==> src/rtl/pipe_stage_elastic_if.sv <==
// -----------------------------------------------------------------------------
// pipe_stage_elastic_if
// Groups the upstream handshake, downstream handshake, forwarding tap and
// stall-counter signals of one elastic pipeline stage.
//   slave  : the stage itself (accepts in_*, produces out_*/fwd_*/stall_cnt)
//   master : the surrounding logic (producer, consumer, hazard unit)
// Upstream   : in_valid, in_ready, in_payload, in_rd, in_regw
// Downstream : out_valid, out_ready, out_payload, out_rd, out_regw
// Control    : flush, stall_clr
// Observation: fwd_valid, fwd_rd, fwd_data, stall_cnt
// -----------------------------------------------------------------------------
interface pipe_stage_elastic_if #(
  parameter int PAYLOAD_W = 160,
  parameter int RD_W      = 5,
  parameter int FWD_W     = 32,
  parameter int CNT_W     = 16
);
  logic                 in_valid;
  logic                 in_ready;
  logic [PAYLOAD_W-1:0] in_payload;
  logic [RD_W-1:0]      in_rd;
  logic                 in_regw;
  logic                 flush;
  logic                 out_valid;
  logic                 out_ready;
  logic [PAYLOAD_W-1:0] out_payload;
  logic [RD_W-1:0]      out_rd;
  logic                 out_regw;
  logic                 fwd_valid;
  logic [RD_W-1:0]      fwd_rd;
  logic [FWD_W-1:0]     fwd_data;
  logic [CNT_W-1:0]     stall_cnt;
  logic                 stall_clr;

  modport slave (
    input  in_valid, in_payload, in_rd, in_regw, flush, out_ready, stall_clr,
    output in_ready, out_valid, out_payload, out_rd, out_regw,
           fwd_valid, fwd_rd, fwd_data, stall_cnt
  );

  modport master (
    output in_valid, in_payload, in_rd, in_regw, flush, out_ready, stall_clr,
    input  in_ready, out_valid, out_payload, out_rd, out_regw,
           fwd_valid, fwd_rd, fwd_data, stall_cnt
  );
endinterface

==> src/rtl/pipe_stage_elastic.sv <==
// -----------------------------------------------------------------------------
// pipe_stage_elastic
// Elastic pipeline register with a two-entry skid buffer (main entry M drives
// the outputs, skid entry S catches the beat accepted while in_ready is still
// high on the edge that fills the stage). in_ready is a flop so there is no
// combinational path from out_ready back to in_ready.
// Ports:
//   clk  : rising-edge clock
//   rst  : asynchronous active-high reset
//   bus  : pipe_stage_elastic_if.slave (handshakes, flush, forwarding tap,
//          stall counter and its clear)
//
// state | meaning
// ------+-------------------------------------------------------------
// EMPTY | nothing held, out_valid=0, in_ready=1
// ONE   | M holds the head beat, in_ready=1
// TWO   | M holds the head beat, S holds the next one, in_ready=0
// -----------------------------------------------------------------------------
module pipe_stage_elastic #(
  parameter int PAYLOAD_W = 160,
  parameter int RD_W      = 5,
  parameter int FWD_W     = 32,
  parameter int CNT_W     = 16
) (
  input  logic                   clk,
  input  logic                   rst,
  pipe_stage_elastic_if.slave    bus
);

  typedef enum logic [1:0] {
    EMPTY = 2'd0,
    ONE   = 2'd1,
    TWO   = 2'd2
  } state_t;

  state_t               r_state;
  state_t               w_state_nxt;
  logic                 r_in_ready;

  logic [PAYLOAD_W-1:0] r_m_payload;
  logic [RD_W-1:0]      r_m_rd;
  logic                 r_m_regw;
  logic [PAYLOAD_W-1:0] r_s_payload;
  logic [RD_W-1:0]      r_s_rd;
  logic                 r_s_regw;

  logic [CNT_W-1:0]     r_stall_cnt;

  logic                 w_out_valid;
  logic                 w_in_fire;
  logic                 w_out_fire;
  logic                 w_load_m_in;
  logic                 w_load_m_s;
  logic                 w_load_s;

  assign w_out_valid = (r_state != EMPTY);
  assign w_in_fire   = bus.in_valid & r_in_ready;
  assign w_out_fire  = w_out_valid & bus.out_ready;

  always_comb begin
    w_state_nxt = r_state;
    w_load_m_in = 1'b0;
    w_load_m_s  = 1'b0;
    w_load_s    = 1'b0;
    case (r_state)
      EMPTY: begin
        if (w_in_fire) begin
          w_load_m_in = 1'b1;
          w_state_nxt = ONE;
        end
      end
      ONE: begin
        if (w_in_fire && w_out_fire) begin
          w_load_m_in = 1'b1;
        end else if (w_in_fire) begin
          w_load_s    = 1'b1;
          w_state_nxt = TWO;
        end else if (w_out_fire) begin
          w_state_nxt = EMPTY;
        end
      end
      TWO: begin
        if (w_out_fire) begin
          w_load_m_s  = 1'b1;
          w_state_nxt = ONE;
        end
      end
      default: w_state_nxt = EMPTY;
    endcase
    // Flush discards any beat accepted this cycle; a head beat leaving on
    // out_fire has already been sampled downstream, so nothing else to do.
    if (bus.flush) begin
      w_state_nxt = EMPTY;
      w_load_m_in = 1'b0;
      w_load_m_s  = 1'b0;
      w_load_s    = 1'b0;
    end
  end

  always_ff @(posedge clk or posedge rst) begin
    if (rst) begin
      r_state    <= EMPTY;
      r_in_ready <= 1'b1;
    end else begin
      r_state    <= w_state_nxt;
      r_in_ready <= (w_state_nxt != TWO);
    end
  end

  always_ff @(posedge clk or posedge rst) begin
    if (rst) begin
      r_m_payload <= '0;
      r_m_rd      <= '0;
      r_m_regw    <= 1'b0;
      r_s_payload <= '0;
      r_s_rd      <= '0;
      r_s_regw    <= 1'b0;
    end else begin
      if (w_load_m_in) begin
        r_m_payload <= bus.in_payload;
        r_m_rd      <= bus.in_rd;
        r_m_regw    <= bus.in_regw;
      end else if (w_load_m_s) begin
        r_m_payload <= r_s_payload;
        r_m_rd      <= r_s_rd;
        r_m_regw    <= r_s_regw;
      end
      if (w_load_s) begin
        r_s_payload <= bus.in_payload;
        r_s_rd      <= bus.in_rd;
        r_s_regw    <= bus.in_regw;
      end
    end
  end

  // Saturating back-pressure counter; clear beats a same-cycle increment.
  always_ff @(posedge clk or posedge rst) begin
    if (rst) begin
      r_stall_cnt <= '0;
    end else if (bus.stall_clr) begin
      r_stall_cnt <= '0;
    end else if (w_out_valid && !bus.out_ready && (r_stall_cnt != {CNT_W{1'b1}})) begin
      r_stall_cnt <= r_stall_cnt + {{(CNT_W-1){1'b0}}, 1'b1};
    end
  end

  assign bus.in_ready    = r_in_ready;
  assign bus.out_valid   = w_out_valid;
  assign bus.out_payload = r_m_payload;
  assign bus.out_rd      = r_m_rd;
  // M contents survive a flush, so the write enable must be valid-gated.
  assign bus.out_regw    = r_m_regw & w_out_valid;
  assign bus.fwd_valid   = w_out_valid & r_m_regw & (r_m_rd != '0);
  assign bus.fwd_rd      = r_m_rd;
  assign bus.fwd_data    = r_m_payload[FWD_W-1:0];
  assign bus.stall_cnt   = r_stall_cnt;

endmodule

==> src/flat_wrapper.sv <==
// flat-port wrapper written by rule: the top's interface ports become plain ports
module pipe_stage_elastic_flat 
#(
  parameter int PAYLOAD_W = 160,
  parameter int RD_W      = 5,
  parameter int FWD_W     = 32,
  parameter int CNT_W     = 16
)
  (clk, rst, bus_in_valid, bus_in_payload, bus_in_rd, bus_in_regw, bus_flush, bus_out_ready, bus_stall_clr, bus_in_ready, bus_out_valid, bus_out_payload, bus_out_rd, bus_out_regw, bus_fwd_valid, bus_fwd_rd, bus_fwd_data, bus_stall_cnt);
  pipe_stage_elastic_if #(.PAYLOAD_W(PAYLOAD_W), .RD_W(RD_W), .FWD_W(FWD_W), .CNT_W(CNT_W)) bus_i ();
  input  logic clk;
  input  logic rst;
  input wire logic [$bits(bus_i.in_valid)-1:0] bus_in_valid;
  input wire logic [$bits(bus_i.in_payload)-1:0] bus_in_payload;
  input wire logic [$bits(bus_i.in_rd)-1:0] bus_in_rd;
  input wire logic [$bits(bus_i.in_regw)-1:0] bus_in_regw;
  input wire logic [$bits(bus_i.flush)-1:0] bus_flush;
  input wire logic [$bits(bus_i.out_ready)-1:0] bus_out_ready;
  input wire logic [$bits(bus_i.stall_clr)-1:0] bus_stall_clr;
  output wire logic [$bits(bus_i.in_ready)-1:0] bus_in_ready;
  output wire logic [$bits(bus_i.out_valid)-1:0] bus_out_valid;
  output wire logic [$bits(bus_i.out_payload)-1:0] bus_out_payload;
  output wire logic [$bits(bus_i.out_rd)-1:0] bus_out_rd;
  output wire logic [$bits(bus_i.out_regw)-1:0] bus_out_regw;
  output wire logic [$bits(bus_i.fwd_valid)-1:0] bus_fwd_valid;
  output wire logic [$bits(bus_i.fwd_rd)-1:0] bus_fwd_rd;
  output wire logic [$bits(bus_i.fwd_data)-1:0] bus_fwd_data;
  output wire logic [$bits(bus_i.stall_cnt)-1:0] bus_stall_cnt;
  assign bus_i.in_valid = bus_in_valid;
  assign bus_i.in_payload = bus_in_payload;
  assign bus_i.in_rd = bus_in_rd;
  assign bus_i.in_regw = bus_in_regw;
  assign bus_i.flush = bus_flush;
  assign bus_i.out_ready = bus_out_ready;
  assign bus_i.stall_clr = bus_stall_clr;
  assign bus_in_ready = bus_i.in_ready;
  assign bus_out_valid = bus_i.out_valid;
  assign bus_out_payload = bus_i.out_payload;
  assign bus_out_rd = bus_i.out_rd;
  assign bus_out_regw = bus_i.out_regw;
  assign bus_fwd_valid = bus_i.fwd_valid;
  assign bus_fwd_rd = bus_i.fwd_rd;
  assign bus_fwd_data = bus_i.fwd_data;
  assign bus_stall_cnt = bus_i.stall_cnt;
  pipe_stage_elastic #(.PAYLOAD_W(PAYLOAD_W), .RD_W(RD_W), .FWD_W(FWD_W), .CNT_W(CNT_W)) u_core (.clk(clk), .rst(rst), .bus(bus_i));
endmodule
==> config.mk <==
export PLATFORM = sky130hd
export DESIGN_NAME = pipe_stage_elastic_flat
export DESIGN_NICKNAME = d
export VERILOG_FILES = /design/src/rtl/pipe_stage_elastic_if.sv /design/src/rtl/pipe_stage_elastic.sv /design/src/flat_wrapper.sv
export SDC_FILE = /design/constraint.sdc
export NUM_CORES = 1
export LEC_CHECK = 0
export ABC_AREA = 0
export BUFFER_PORTS_ARGS = -buffer_cell sky130_fd_sc_hd__buf_2
export CAP_MARGIN = 30
export CORE_MARGIN = 1.5
export CORE_UTILIZATION = 45
export DETAILED_ROUTE_END_ITERATION = 7
export HOLD_SLACK_MARGIN = 0.15
export MAX_ROUTING_LAYER = met4
export PLACE_DENSITY = 0.7
export SYNTH_ARGS = -nofsm -noshare
export SYNTH_HDL_FRONTEND = slang
export SYNTH_SLANG_ARGS = --single-unit
==> constraint.sdc <==
create_clock -name clk -period 13.4 [get_ports clk]
set_clock_uncertainty 0.05 [all_clocks]
set_input_delay 2.68 -clock clk [delete_from_list [all_inputs] [get_ports clk]]
set_output_delay 2.68 -clock clk [all_outputs]
set_load 0.02 [all_outputs]
Word level (Yosys, flattened, before mapping)
Index checks and enable logic that the tools add are counted. Widths: inputs -> output; s select.

Bits in registers: 351. Input bits: 172. Logic and storage cells: 52.

Add/sub/neg operators: 1. Eq/ne operators: 4. Muxes and demuxes: 25. Bitwise gates (word level): 4. Reductions and logical operators: 9.

Operators with widths (count): $mux 160 (2); $mux 16 (2); $add 16x1->16 const B (1); $ne 16x16->1 const B (1); $mux 2 (6); $mux 1 (11); $mux 5 (2); $pmux 2 s3 (1); $reduce_bool 2->1 (3); $reduce_bool 5->1 (1); $and 1x1->1 (4); $logic_and 1x1->1 (3); $eq 2x1->1 const B (1); $eq 2x2->1 const B (1); $logic_not 2->1 (1); $ne 2x2->1 const B (1); $pmux 1 s2 (1); $logic_not 1->1 (1).

Depth between registers and ports, before layout
Gate-level depths: netlist of run 1.

Depth after elaboration: 8. Gate-level depth with buffers: 7. Depth with buffers taken out: 5.

Worst setup path after synthesis of run 1
OpenSTA, ideal clock, no wires.

Path kind: flip-flop to output port. Start point: register u_core.r_state[1]. End point: output bus_fwd_valid. Arrival: 1.281 ns. Required time: 10.670 ns. Slack: 9.389 ns. Cell stages (with the launch flop): 4. Path through: dfrtp_1 -> or2_2 -> and2_1 -> o21a_1.

Cells in the longest elaborated chain, start to end: 3.

Ends and longest elaborated chain: start, declared (RTL line pipe_stage_elastic.sv:36) `state_t r_state;`; start signal, assigned (RTL line pipe_stage_elastic.sv:105) `r_state <= w_state_nxt;`; $reduce_bool 2->1 (RTL line pipe_stage_elastic.sv:56) `assign w_out_valid = (r_state != EMPTY);`; via bus_out_valid (RTL line flat_wrapper.sv:21) `output wire logic [$bits(bus_i.out_valid)-1:0] bus_out_valid;`; $and 1x1->1; via bus_out_regw (RTL line flat_wrapper.sv:24) `output wire logic [$bits(bus_i.out_regw)-1:0] bus_out_regw;`; $and 1x1->1 (RTL line pipe_stage_elastic.sv:153) `assign bus.fwd_valid = w_out_valid & r_m_regw & (r_m_rd != '0);`; end, declared (RTL line flat_wrapper.sv:25) `output wire logic [$bits(bus_i.fwd_valid)-1:0] bus_fwd_valid;`.

The timed path passes the listed nets, and every way through them passes these cells.

Worst setup path after layout of run 1
Start point: input bus_in_valid. End point: register u_core.r_m_payload[0] (netlist: u_core.bus.out_payload[0]).

Cells in the longest elaborated chain, start to end: 6. Elaborated cells on any way between the ends: 8.

Ends and longest elaborated chain: start, declared (RTL line flat_wrapper.sv:13) `input wire logic [$bits(bus_i.in_valid)-1:0] bus_in_valid;`; $and 1x1->1 * (RTL line pipe_stage_elastic.sv:57) `assign w_in_fire = bus.in_valid & r_in_ready;`; $logic_and 1x1->1 (RTL line pipe_stage_elastic.sv:73) `if (w_in_fire && w_out_fire) begin`; $mux 1 (RTL line pipe_stage_elastic.sv:73); $pmux 1 s2 * (RTL line pipe_stage_elastic.sv:65) `case (r_state)`; $mux 1 * (RTL line pipe_stage_elastic.sv:92) `if (bus.flush) begin`; $mux 160 or $reduce_bool 2->1 (tied branches); end signal, assigned (RTL line pipe_stage_elastic.sv:120) `r_m_payload <= bus.in_payload;`; end signal, assigned (RTL line pipe_stage_elastic.sv:124) `r_m_payload <= r_s_payload;`; end, declared (RTL line pipe_stage_elastic.sv:40) `logic [PAYLOAD_W-1:0] r_m_payload;`.

Mark *: on every way between the ends. The rest lies on a longest branch, timed or not. A chain may end at the register's enable or synchronous reset.

==> results of run 1 <==
-- routing by layer --
metal / global-route usage [%] / part of all wire [%]
met5: - / 0
met1: 25.1 / 41
met3: 5.57 / 7.5
met2: 33.2 / 48
met4: 7.44 / 2.9
-- synthesized netlist by cell type (2+ instances only) --
master,instances
sky130_fd_sc_hd__a21oi_1,12
sky130_fd_sc_hd__buf_2,64
sky130_fd_sc_hd__a22o_1,166
sky130_fd_sc_hd__nor2b_1,5
sky130_fd_sc_hd__o31ai_1,8
sky130_fd_sc_hd__buf_4,37
sky130_fd_sc_hd__nand2_1,9
sky130_fd_sc_hd__mux2_2,169
sky130_fd_sc_hd__buf_6,4
sky130_fd_sc_hd__nor2_1,8
sky130_fd_sc_hd__dfrtp_1,350
sky130_fd_sc_hd__inv_1,3
sky130_fd_sc_hd__o21ai_0,4
sky130_fd_sc_hd__nand4_1,2
sky130_fd_sc_hd__or4_1,9
sky130_fd_sc_hd__clkbuf_1,10
sky130_fd_sc_hd__and4_1,3
sky130_fd_sc_hd__a21o_1,166
sky130_fd_sc_hd__o21a_1,2
sky130_fd_sc_hd__or3_1,3
sky130_fd_sc_hd__nand3_1,6
sky130_fd_sc_hd__and3_1,4
-- worst max-delay path by stage --
stage                                             end  cells after the start         start
final                       u_core.bus.out_payload[0]                      8  bus_in_valid
after global routing      u_core.bus.out_payload[156]                      8  bus_in_valid
after CTS                  u_core.bus.out_payload[44]                      7  bus_in_valid
after detailed placement   u_core.bus.out_payload[44]                      7  bus_in_valid
after global placement           u_core.bus.fwd_rd[2]                      7  bus_in_valid
after floorplan                  u_core.bus.fwd_rd[0]                      1           rst
-- sequential cells by signal (all words and copies together), names as in the netlist --
register and count:
u_core.r_s_payload 160, u_core.r_s_rd 5, u_core.bus.in_ready 1, u_core.bus.stall_cnt 16, u_core.bus.out_payload 160, u_core.r_m_regw 1, u_core.bus.fwd_rd 5, u_core.r_s_regw 1
u_core.r_state 2
-- logic make-up after synthesis --
| kind of cell | synth area share, % |
|---|---|
| xor+xnor | 0.0596 |
| simple gates | 2.68 |
| buf+inv | 4.71 |
| flops | 59.8 |
| mux | 13.0 |
| fa+ha+maj | 0.0851 |
| compound gates | 19.7 |
-- critical path, delay by kind of cell --
| family | cells | cell delay [ns] |
|---|---|---|
| AND/OR/NAND/NOR | 2 | 0.43 |
| AO/OA/AOI/OAI | 2 | 0.35 |
| buffers and inverters | 4 | 1.37 |
-- cell type report --
cell class | count | share of cell area [%]
diodes | 9 | 0.125
clock buffers | 57 | 6.52
clock inverters | 10 | 0.451
inverters | 3 | 0.104
multi-input cells | 594 | 29.1
flip-flops and latches | 351 | 48.7
well taps | 435 | 3.02
repair buffers | 407 | 12.0
-- power by group through the flow --
stage,Clock [mW],Sequential [mW],Combinational (mW)
final,1.04,1.43,0.614
after detailed placement,0,1.45,0.623
after global routing,1.11,1.46,0.665
after global placement,0,1.44,0.605
after floorplan,0,1.54,0.327
after CTS,1.07,1.43,0.623
-- per-stage QoR --
step	cell area (µm²)	cells	setup slack, ns	hold slack (ns)
floorplan	14700	1063	0.936	0.391
global placement	16600	1786	7.89	0.401
detailed placement	16700	1787	7.89	0.409
CTS	17900	1854	8.42	0.421
global route	18000	1866	8.67	0.429
finish	18000	1866	8.79	0.418
==> flow_summary.rst, run 1 <==
.. list-table::
   :header-rows: 1

   * - Metric
     - Value
   * - H-Tree Level Count
     - 2
   * - Share of the clock period used by the worst path after layout
     - 34.4%
   * - Vias after detailed routing
     - 10,100
   * - Pin count of the biggest net entering global routing
     - 175
   * - Number of routed nets with antenna violations
     - 0
   * - Number of enable-type register cells in the synthesized netlist
     - 0
   * - Area of combinational cells with multiple inputs
     - 0.00524 mm²
   * - Critical path's slowest cell
     - sky130_fd_sc_hd__buf_4
   * - Placeable core region
     - 0.0319 mm²
   * - TritonCTS Sinks
     - 351
   * - Worst Hold Launch
     - u_core.bus.out_payload[73]
   * - Initial DRC Count
     - 430
   * - Area growth from synthesis to final layout
     - 22.7%
   * - Synthesis Warnings
     - 0
   * - Run status
     - finished, final reports clean
   * - Vertical extent of the die
     - 184 µm
   * - Mapped Cells
     - 1,063
   * - Predominant post-synthesis flop cell
     - sky130_fd_sc_hd__dfrtp_1
   * - Number of top-level design ports
     - 394
   * - Longest individual stage delay on the worst path
     - 0.80 ns
   * - Startpoint of the most critical register-to-register path
     - u_core.bus.in_ready
   * - Max_cap viols
     - 0
   * - Synthesized Nets
     - 1,236
   * - Relative contribution of combinational cells to total power
     - 19.9%
   * - Post-layout total power
     - 3.09 mW
   * - Total negative setup slack
     - 0 ns
   * - Die footprint
     - 0.0337 mm²
   * - Maximum clock insertion buffer count
     - 3
   * - Critical path arrival
     - 4.99 ns
   * - Total length of routed wires
     - 34,700 µm
   * - Flip-flop and latch count after synthesis
     - 351
   * - Global-route wire length before repair
     - 53,900 µm
   * - Clock period minus worst slack
     - 4.61 ns
   * - Worst path required time
     - 13.79 ns
   * - End of the worst hold path
     - u_core.bus.out_payload[73]
   * - FILL cells
     - 2,676
   * - Reg clk slew, reported paths
     - 0.05 ns
   * - Proportion of synthesized flip-flops having asynchronous set or reset
     - 100%
   * - Max VDD drop
     - 0.000110 V
   * - Number of setup buffers added after CTS
     - 0
   * - All-layer global routing usage
     - 20.7%
   * - Worst max-slew margin expressed relative to the limit
     - 34.1%
   * - Leakage power figure
     - 9.70 nW
   * - Average via count per standard cell
     - 5.40
   * - Transition time at the pin with the least slew margin
     - 0.988 ns
   * - Top-area cell type share of the netlist area
     - 59.6%
   * - Maximum fanout count along the critical path
     - 84
   * - Leading cell types in the layout, fill and taps excluded
     - sky130_fd_sc_hd__buf_2 (393), sky130_fd_sc_hd__dfrtp_1 (350), sky130_fd_sc_hd__mux2_2 (169), sky130_fd_sc_hd__a22o_1 (166), sky130_fd_sc_hd__a21o_1 (166)
   * - Cell taking the most area after synthesis
     - sky130_fd_sc_hd__dfrtp_1
   * - Clock latency of the later-clocked register in the worst-skew pair
     - 0.51 ns
   * - Fin. Hold Viols
     - 0
   * - Sequential power share
     - 46.5%
   * - Sequential-to-total area share from yosys stat
     - 59.8%
   * - Total number of nets in the final design
     - 1,568
   * - Finish-stage setup viols
     - 0
   * - 1st-pass router iterations
     - 4
   * - P_sw
     - 0.872 mW
   * - Mean routed wirelength per cell
     - 18.6 µm
   * - Vias in the first global route
     - 10,100
   * - Util after Layout
     - 56.6%
   * - Clock power frac
     - 33.6%
   * - Achievable frequency
     - 217 MHz
   * - Setup repair after global routing missed its margin
     - false
   * - Cell-by-cell trace of the critical path
     - buf_2 > nand2_1 > nor4_4 > buf_4 > buf_16 > buf_4 > a22o_1 > a21o_1
   * - R2R setup slack
     - 10.53 ns
   * - Die width
     - 184 µm
   * - Worst hold path cell count
     - 1
   * - Most frequent cell on the critical path
     - sky130_fd_sc_hd__buf_4
   * - Count of input and output buffers
     - 393
   * - Switch share
     - 28.3%
   * - Number of buffers inserted by hold repair at cts
     - 0
   * - Post-synth cell types
     - 41
   * - Most frequent standard cell in the layout excluding fill and tap cells
     - sky130_fd_sc_hd__buf_2
   * - Startpoint class of the critical path
     - primary input
   * - DRC errors left
     - 0
   * - Layout cells sized above 1
     - 45.6%
   * - Areal power density over the cells
     - 171 mW/mm²
   * - CTS Root Buffer Type
     - sky130_fd_sc_hd__clkbuf_16
   * - Antenna violations before repair
     - 9
   * - Worst hold-check path type
     - flip-flop to flip-flop
   * - Initial Util
     - 46.1%
   * - Clock buffer count from CTS
     - 38
   * - Sequential cell area
     - 0.00878 mm²
   * - PostCTS Resize Cnt
     - 0
   * - Kind of critical path
     - primary input to flip-flop
   * - Final weighted congestion in routability-driven placement
     - 0.770
   * - Standard-cell row count
     - 65
   * - Total count of max-transition violations in the final report
     - 0
   * - Syn_area_per_cell
     - 13.8 µm²
   * - Syn Std Cell Area
     - 0.0147 mm²
   * - Largest cells by area after synthesis
     - sky130_fd_sc_hd__dfrtp_1 (60%), sky130_fd_sc_hd__mux2_2 (13%), sky130_fd_sc_hd__a22o_1 (9.9%), sky130_fd_sc_hd__a21o_1 (8.5%), sky130_fd_sc_hd__buf_2 (2.2%)
   * - R2R Path End
     - u_core.bus.out_payload[0]
   * - TritonCTS clock tree
     - done
   * - Number of cells on the worst reg-to-reg path
     - 7
   * - Cell-internal power
     - 2.21 mW
   * - Global route total overflow
     - 0
   * - Sum of net half-perimeters after detailed placement
     - 22,200 µm
   * - Critical Path End Type
     - flip-flop
(Power assumes the default switching activity.)
==> inputs of run 2 (changes only) <==
--- a/config.mk
+++ b/config.mk
@@ -13,7 +13,7 @@
 export DETAILED_ROUTE_END_ITERATION = 7
 export HOLD_SLACK_MARGIN = 0.15
 export MAX_ROUTING_LAYER = met4
-export PLACE_DENSITY = 0.7
+export PLACE_DENSITY = 0.73
 export SYNTH_ARGS = -nofsm -noshare
 export SYNTH_HDL_FRONTEND = slang
 export SYNTH_SLANG_ARGS = --single-unit
==> constraint.sdc (replaced) <==
create_clock -name clk -period 4.1 [get_ports clk]
set_clock_uncertainty 0.05 [all_clocks]
set_input_delay 0.82 -clock clk [delete_from_list [all_inputs] [get_ports clk]]
set_output_delay 0.82 -clock clk [all_outputs]
set_load 0.02 [all_outputs]
==> run 2 against run 1 <==
Compared with the run above:
- power rose to 3.3 times the previous value
- count of clock-buffer cells in the layout down 2
- utilization up 0.14 points
- register-to-register slack worse by 8.9 ns
- design area up 0.25%
- die area unchanged
- non-clock buffer count up 2
- largest power group unchanged
==> flow_summary.rst, run 2 (synthesis results as in run 1) <==
.. list-table::
   :header-rows: 1

   * - Metric
     - Value
   * - Run status
     - finished, final reports clean
   * - Most frequent standard cell in the layout excluding fill and tap cells
     - sky130_fd_sc_hd__buf_2
   * - Area growth from synthesis to final layout
     - 23.0%
   * - TritonCTS Sinks
     - 351
   * - R2R Path End
     - u_core.bus.fwd_rd[2]
   * - Finish-stage setup viols
     - 0
   * - Reg clk slew, reported paths
     - 0.06 ns
   * - Clock latency of the later-clocked register in the worst-skew pair
     - 0.52 ns
   * - Antenna violations before repair
     - 11
   * - Max_cap viols
     - 0
   * - Initial Util
     - 46.1%
   * - Pin count of the biggest net entering global routing
     - 167
   * - Share of the clock period used by the worst path after layout
     - 66.9%
   * - Leakage power figure
     - 9.71 nW
   * - Vias in the first global route
     - 10,300
   * - Critical Path End Type
     - output pin
   * - Number of top-level design ports
     - 394
   * - Critical path arrival
     - 1.87 ns
   * - Count of input and output buffers
     - 393
   * - Post-Layout Inst Area
     - 0.0181 mm²
   * - Initial DRC Count
     - 486
   * - Maximum fanout count along the critical path
     - 7
   * - Layout cells sized above 1
     - 45.6%
   * - R2R setup slack
     - 1.68 ns
   * - Leading cell types in the layout, fill and taps excluded
     - sky130_fd_sc_hd__buf_2 (393), sky130_fd_sc_hd__dfrtp_1 (350), sky130_fd_sc_hd__mux2_2 (169), sky130_fd_sc_hd__a22o_1 (166), sky130_fd_sc_hd__a21o_1 (166)
   * - Clock buffer count from CTS
     - 40
   * - Average via count per standard cell
     - 5.39
   * - Setup repair after global routing missed its margin
     - false
   * - DP Area
     - 0.0168 mm²
   * - H-Tree Level Count
     - 2
   * - 1st-pass router iterations
     - 4
   * - Startpoint of the most critical register-to-register path
     - u_core.bus.in_ready
   * - Max VDD drop
     - 0.000470 V
   * - Total number of nets in the final design
     - 1,572
   * - Number of setup buffers added after CTS
     - 0
   * - Number of buffers inserted by hold repair at cts
     - 0
   * - PostCTS Resize Cnt
     - 0
   * - Kind of critical path
     - flip-flop to output pin
   * - TritonCTS clock tree
     - done
   * - Number of cells on the worst reg-to-reg path
     - 5
   * - Areal power density over the cells
     - 560 mW/mm²
   * - DRC errors left
     - 0
   * - Worst hold-check path type
     - primary input to async pin
   * - Worst path required time
     - 3.23 ns
   * - Transition time at the pin with the least slew margin
     - 1.10 ns
   * - Maximum clock insertion buffer count
     - 3
   * - Vertical extent of the die
     - 184 µm
   * - Standard-cell row count
     - 65
   * - Total length of routed wires
     - 35,100 µm
   * - Die footprint
     - 0.0337 mm²
   * - Achievable frequency
     - 365 MHz
   * - Placeable core region
     - 0.0319 mm²
   * - Number of routed nets with antenna violations
     - 0
   * - Total count of max-transition violations in the final report
     - 0
   * - Mean routed wirelength per cell
     - 18.7 µm
   * - Global-route wire length before repair
     - 54,600 µm
   * - CTS Root Buffer Type
     - sky130_fd_sc_hd__clkbuf_16
   * - Worst hold slack
     - 0.395 ns
   * - Final weighted congestion in routability-driven placement
     - 0.762
   * - Global route total overflow
     - 0
   * - Startpoint class of the critical path
     - flip-flop
   * - Clock period minus worst slack
     - 2.74 ns
   * - FILL cells
     - 2,650
   * - Sum of net half-perimeters after detailed placement
     - 22,500 µm
   * - Worst max-slew margin expressed relative to the limit
     - 26.5%
   * - Fin. Hold Viols
     - 0
   * - Vias after detailed routing
     - 10,100
   * - Die width
     - 184 µm
   * - All-layer global routing usage
     - 21.0%
-- run 2: where the power goes --
group          internal (mW)  switching, mW
Combinational          0.932           1.08
Clock                   2.04           1.38
Sequential              4.27          0.429
-- run 2: metal layers --
metal	up-vias	routed length, µm	global-route usage, %
met4	0	1180	8.03
met5	-	0	-
met3	77	2480	5.84
li1	4614	-	-
met1	5064	14700	25.5
met2	337	16800	33.5
-- run 2: how the worst max path moves through the flow --
stage	from	to	slack, ns	cells after the start
2_1_floorplan	rst	u_core.bus.fwd_rd[0]	-1.47	1
3_3_place_gp	bus_out_ready	u_core.bus.out_payload[62]	1.52	6
3_5_place_dp	bus_in_valid	u_core.bus.out_payload[15]	1.47	6
4_1_cts	u_core.r_state[1]	bus_fwd_valid	1.33	4
5_1_grt	u_core.r_state[1]	bus_fwd_valid	1.28	4
6_report	u_core.r_state[1]	bus_fwd_valid	1.36	4
-- run 2: cell type report --
class                           count  area (µm²)  area share [%]
Multi-Input combinational cell    594        5240            29.0
Tap cell                          435         544            3.01
Clock inverter                     16         148           0.817
Timing Repair Buffer              409        2200            12.2
Clock buffer                       55        1120            6.19
Antenna cell                       11        27.5           0.152
Inverter                            3        15.0          0.0831
Sequential cell                   351        8780            48.6
-- run 2: stage by stage --
stage                     std cells  TNS [ns]  power (mW)  utilization, %  setup slack (ns)
after floorplan                1063   -514.54        6.10               -             -1.47
after global placement         1792         0        6.68            52.6              1.52
after detailed placement       1792         0        6.79            52.6              1.47
after CTS                      1863         0        10.2            56.6              1.33
after global routing           1874         0        10.6            56.7              1.28
final                          1874         0        10.1            56.7              1.36
-- run 2: critical path, stage by stage (launching register included) --
cell	delay (ns)
sky130_fd_sc_hd__dfrtp_1	0.47
sky130_fd_sc_hd__or2_2	0.40
sky130_fd_sc_hd__and2_1	0.23
sky130_fd_sc_hd__o21a_1	0.11
sky130_fd_sc_hd__buf_2	0.15
==> inputs of run 3 (changes only) <==
--- a/config.mk
+++ b/config.mk
@@ -5,7 +5,7 @@
 export SDC_FILE = /design/constraint.sdc
 export NUM_CORES = 1
 export LEC_CHECK = 0
-export ABC_AREA = 0
+export ABC_AREA = 1
 export BUFFER_PORTS_ARGS = -buffer_cell sky130_fd_sc_hd__buf_2
 export CAP_MARGIN = 30
 export CORE_MARGIN = 1.5
@@ -13,7 +13,7 @@
 export DETAILED_ROUTE_END_ITERATION = 7
 export HOLD_SLACK_MARGIN = 0.15
 export MAX_ROUTING_LAYER = met4
-export PLACE_DENSITY = 0.73
+export PLACE_DENSITY = 0.72
 export SYNTH_ARGS = -nofsm -noshare
 export SYNTH_HDL_FRONTEND = slang
 export SYNTH_SLANG_ARGS = --single-unit
==> constraint.sdc (replaced) <==
create_clock -name clk -period 2.51 [get_ports clk]
set_clock_uncertainty 0.05 [all_clocks]
set_input_delay 0.502 -clock clk [delete_from_list [all_inputs] [get_ports clk]]
set_output_delay 0.502 -clock clk [all_outputs]
set_load 0.02 [all_outputs]
==> run 3 against run 2 <==
Compared with the run above:
- sequential cell count stayed put
- sequential share of layout area decreased by 2.3 points
- utilization is 0.26 points lower
- register-to-register slack lost 1.4 ns
- non-clock buffer count increased by 26
- global-route usage up 1.1 points
- synthesized cell count is 56% higher
- final cell count up 31%
- worst setup slack got worse by 1.2 ns
- first-iteration DRC count rose by 58%
- highest routed layer unchanged
==> flow_summary.rst, run 3 <==
.. list-table::
   :header-rows: 1

   * - Metric
     - Value
   * - Run status
     - finished, final reports clean
   * - Clock period minus worst slack
     - 2.32 ns
   * - Longest individual stage delay on the worst path
     - 0.54 ns
   * - Pin count of the biggest net entering global routing
     - 131
   * - Global route total overflow
     - 0
   * - CP endpoint
     - u_core.r_s_payload[145]
   * - Antenna violations before repair
     - 3
   * - PostCTS Resize Cnt
     - 0
   * - Wire length on met3
     - 2250 µm
   * - Worst path required time
     - 2.85 ns
   * - Clock latency of the later-clocked register in the worst-skew pair
     - 0.51 ns
   * - Vias in the first global route
     - 12,300
   * - Worst hold path cell count
     - 3
   * - Fin. Hold Viols
     - 0
   * - 1st-pass router iterations
     - 5
   * - List of most frequent post-synthesis cells
     - sky130_fd_sc_hd__inv_1 (352), sky130_fd_sc_hd__dfrtp_1 (350), sky130_fd_sc_hd__nand2_1 (224)
   * - TritonCTS clock tree
     - done
   * - Cell family contributing the most delay on the critical path
     - buffers and inverters
   * - Total negative setup slack
     - 0 ns
   * - Layout cells sized above 1
     - 25.4%
   * - Kind of critical path
     - primary input to flip-flop
   * - Post-synthesis share of cell area spent on and, or, nand and nor gates
     - 13.1%
   * - Critical path buffer and inverter count
     - 4
   * - Total count of max-transition violations in the final report
     - 0
   * - Util after Layout
     - 56.4%
   * - Critical Path End Type
     - flip-flop
   * - Transition time at the pin with the least slew margin
     - 0.636 ns
   * - Total number of nets in the final design
     - 2,156
   * - Standard-cell row count
     - 67
   * - Total length of routed wires
     - 38,300 µm
   * - Largest family of logic cells by synthesized area
     - compound AO/OA/AOI/OAI gates
   * - Average via count per standard cell
     - 5.19
   * - DP Area
     - 0.0176 mm²
   * - Number of cells on the worst reg-to-reg path
     - 7
   * - Finish-stage setup viols
     - 0
   * - Adder-cell share of the synthesized area
     - 0.0812%
   * - Critical path arrival
     - 2.66 ns
   * - Clock buffer count from CTS
     - 39
   * - Sum of net half-perimeters after detailed placement
     - 26,500 µm
   * - Proportion of synthesized area in mux cells
     - 0%
   * - Uppermost layer routed
     - met4
   * - FILL cells
     - 2,972
   * - R2R setup slack
     - 0.30 ns
   * - Die footprint
     - 0.0353 mm²
   * - Largest cells by area after synthesis
     - sky130_fd_sc_hd__dfrtp_1 (57%), sky130_fd_sc_hd__o221ai_1 (9.4%), sky130_fd_sc_hd__inv_1 (8.6%), sky130_fd_sc_hd__nand3_1 (5.7%), sky130_fd_sc_hd__nand2_1 (5.5%)
   * - Number of enable-type register cells in the synthesized netlist
     - 0
   * - Achievable frequency
     - 430 MHz
   * - Flip-flop and latch count after synthesis
     - 351
   * - Number of top-level design ports
     - 394
   * - Leading cell types in the layout, fill and taps excluded
     - sky130_fd_sc_hd__buf_2 (393), sky130_fd_sc_hd__inv_1 (351), sky130_fd_sc_hd__dfrtp_1 (350), sky130_fd_sc_hd__nand2_1 (224), sky130_fd_sc_hd__nand3_1 (176)
   * - First element of the critical path
     - bus_flush
   * - TritonCTS Sinks
     - 351
   * - Number of routed nets with antenna violations
     - 0
   * - Worst max-slew margin expressed relative to the limit
     - 57.6%
   * - Slack of the critical path
     - 0.185 ns
   * - Area growth from synthesis to final layout
     - 23.2%
   * - Vertical extent of the die
     - 188 µm
   * - Proportion of synthesized flip-flops having asynchronous set or reset
     - 100%
   * - Predominant post-synthesis flop cell
     - sky130_fd_sc_hd__dfrtp_1
   * - Maximum fanout count along the critical path
     - 40
   * - Routed wl met2
     - 18,600 µm
   * - Max VDD drop
     - 0.000550 V
   * - Sequential-to-total area share from yosys stat
     - 57.0%
   * - Die width
     - 188 µm
   * - Setup repair after global routing missed its margin
     - false
   * - Most frequent standard cell in the layout excluding fill and tap cells
     - sky130_fd_sc_hd__buf_2
   * - Leakage power figure
     - 10.2 nW
   * - Post-synth cell types
     - 32
   * - R2R Path End
     - u_core.r_s_payload[145]
   * - Syn Std Cell Area
     - 0.0154 mm²
   * - Share of the clock period used by the worst path after layout
     - 92.6%
   * - Worst hold-check path type
     - primary input to flip-flop
   * - Initial Util
     - 45.8%
   * - Count of cell instances traversed by the critical path
     - 8
   * - XOR/XNOR share of the synthesized area
     - 0.341%
   * - Placeable core region
     - 0.0336 mm²
   * - Post-placement worst setup slack
     - 0.190 ns
   * - Top-area cell type share of the netlist area
     - 56.9%
   * - Vias after detailed routing
     - 12,800
   * - Mapped Cells
     - 1,655
   * - Cell-by-cell trace of the critical path
     - dlygate4sd3_1 > buf_2 > nor3_2 > nand3_4 > buf_12 > buf_4 > nand2_1 > o21ai_0
   * - H-Tree Level Count
     - 2
   * - Syn_area_per_cell
     - 9.31 µm²
   * - DRC errors left
     - 0
   * - Max_cap viols
     - 0
   * - Areal power density over the cells
     - 949 mW/mm²
   * - DRT met1 WL
     - 16,300 µm
   * - Synthesis Warnings
     - 0
   * - Startpoint of the most critical register-to-register path
     - u_core.bus.in_ready
   * - Count of input and output buffers
     - 393
   * - All-layer global routing usage
     - 22.2%
   * - Initial DRC Count
     - 770
   * - Post-Layout Inst Area
     - 0.0190 mm²
   * - Startpoint class of the critical path
     - primary input
   * - Final weighted congestion in routability-driven placement
     - 0.833
   * - Post-synthesis compound-gate area fraction
     - 15.3%
   * - Mean routed wirelength per cell
     - 15.6 µm
   * - CTS Root Buffer Type
     - sky130_fd_sc_hd__clkbuf_16
   * - Synthesized Nets
     - 1,828
   * - Number of setup buffers added after CTS
     - 0
   * - Cell taking the most area after synthesis
     - sky130_fd_sc_hd__dfrtp_1
   * - Most numerous cell in the Yosys netlist
     - sky130_fd_sc_hd__inv_1
   * - Global-route wire length before repair
     - 62,900 µm
   * - Maximum clock insertion buffer count
     - 3
   * - Reg clk slew, reported paths
     - 0.06 ns
   * - Critical path's slowest cell
     - sky130_fd_sc_hd__dlygate4sd3_1
-- run 3: changes by cell type after synthesis, moves of 21 or more --
cell | before | now
sky130_fd_sc_hd__o21ai_1 | 0 | 94
sky130_fd_sc_hd__inv_1 | 3 | 352
sky130_fd_sc_hd__nand2_1 | 9 | 224
sky130_fd_sc_hd__clkbuf_1 | 10 | 31
sky130_fd_sc_hd__nand3_1 | 6 | 176
sky130_fd_sc_hd__a22o_1 | 166 | 0
sky130_fd_sc_hd__a21o_1 | 166 | 0
sky130_fd_sc_hd__mux2_2 | 169 | 0
sky130_fd_sc_hd__o21ai_0 | 4 | 77
sky130_fd_sc_hd__o221ai_1 | 0 | 166
-- run 3: how the worst min path moves through the flow --
stage                       startpoint                      end  slack, ns
6_report            bus_in_payload[92]   u_core.r_s_payload[92]       0.19
5_1_grt             bus_in_payload[87]   u_core.r_s_payload[87]       0.19
4_1_cts            bus_in_payload[106]  u_core.r_s_payload[106]       0.17
3_3_place_gp    u_core.r_s_payload[36]   u_core.r_s_payload[36]       0.42
3_5_place_dp   u_core.r_s_payload[156]  u_core.r_s_payload[156]       0.42
2_1_floorplan  u_core.r_s_payload[110]  u_core.r_s_payload[110]       0.40
-- run 3: logic make-up (layout without fill, tap and decap cells) --
logic type / count (synthesis) / in the layout
AND/OR/NAND/NOR: 452 / 452
buffers and inverters: 502 / 856
XOR/XNOR: 6 / 6
flip-flops: 351 / 351
adder cells (fa/ha/maj): 1 / 1
other: 0 / 3
AO/OA/AOI/OAI: 343 / 343
-- run 3: where the power goes --
| group | switching [mW] | leakage (nW) | internal, mW | total [mW] |
|---|---|---|---|---|
| clock network | 2.23 | 0.642 | 3.52 | 5.75 |
| logic | 2.65 | 5.10 | 1.61 | 4.26 |
| registers | 0.863 | 4.42 | 7.13 | 7.99 |
-- run 3: per-layer routing --
layer	up-vias	track usage [%]
met5	-	-
met4	0	8.00
met3	80	3.46
met2	455	35.7
met1	6133	28.4
li1	6107	-
-- run 3: repair_timing --
item / in CTS / in global routing
hold buffers: 2 / 0
hold endpoints to repair: 54 / 0
endpoints found under the setup margin: 0 / 0
-- run 3: stage by stage --
step           std cells  total power, mW  hold WS [ns]
3_5_place_dp        2388             12.4         0.423
4_1_cts             2457             18.2         0.169
2_1_floorplan       1655             11.0         0.403
5_1_grt             2460             19.1         0.187
6_report            2460             18.0         0.194
3_3_place_gp        2388             12.2         0.415
-- run 3: cell type report --
type                    instances  area, µm²  share of cell area, %
diodes                          3       7.51                 0.0396
clock buffers                  56       1160                   6.13
clock inverters                11        136                  0.719
inverters                     354       1330                   7.02
multi-input cells             802       4460                   23.5
flip-flops and latches        351       8780                   46.3
well taps                     448        561                   2.95
repair buffers                435       2520                   13.3
-- run 3: worst register-to-register path: stages, from the launching register on --
cell and delay, ns:
sky130_fd_sc_hd__dfstp_2 0.52, sky130_fd_sc_hd__nand2_1 0.09, sky130_fd_sc_hd__nor3_2 0.41, sky130_fd_sc_hd__nand3_4 0.35
sky130_fd_sc_hd__buf_12 0.30, sky130_fd_sc_hd__buf_4 0.23, sky130_fd_sc_hd__nand2_1 0.07, sky130_fd_sc_hd__o21ai_0 0.07
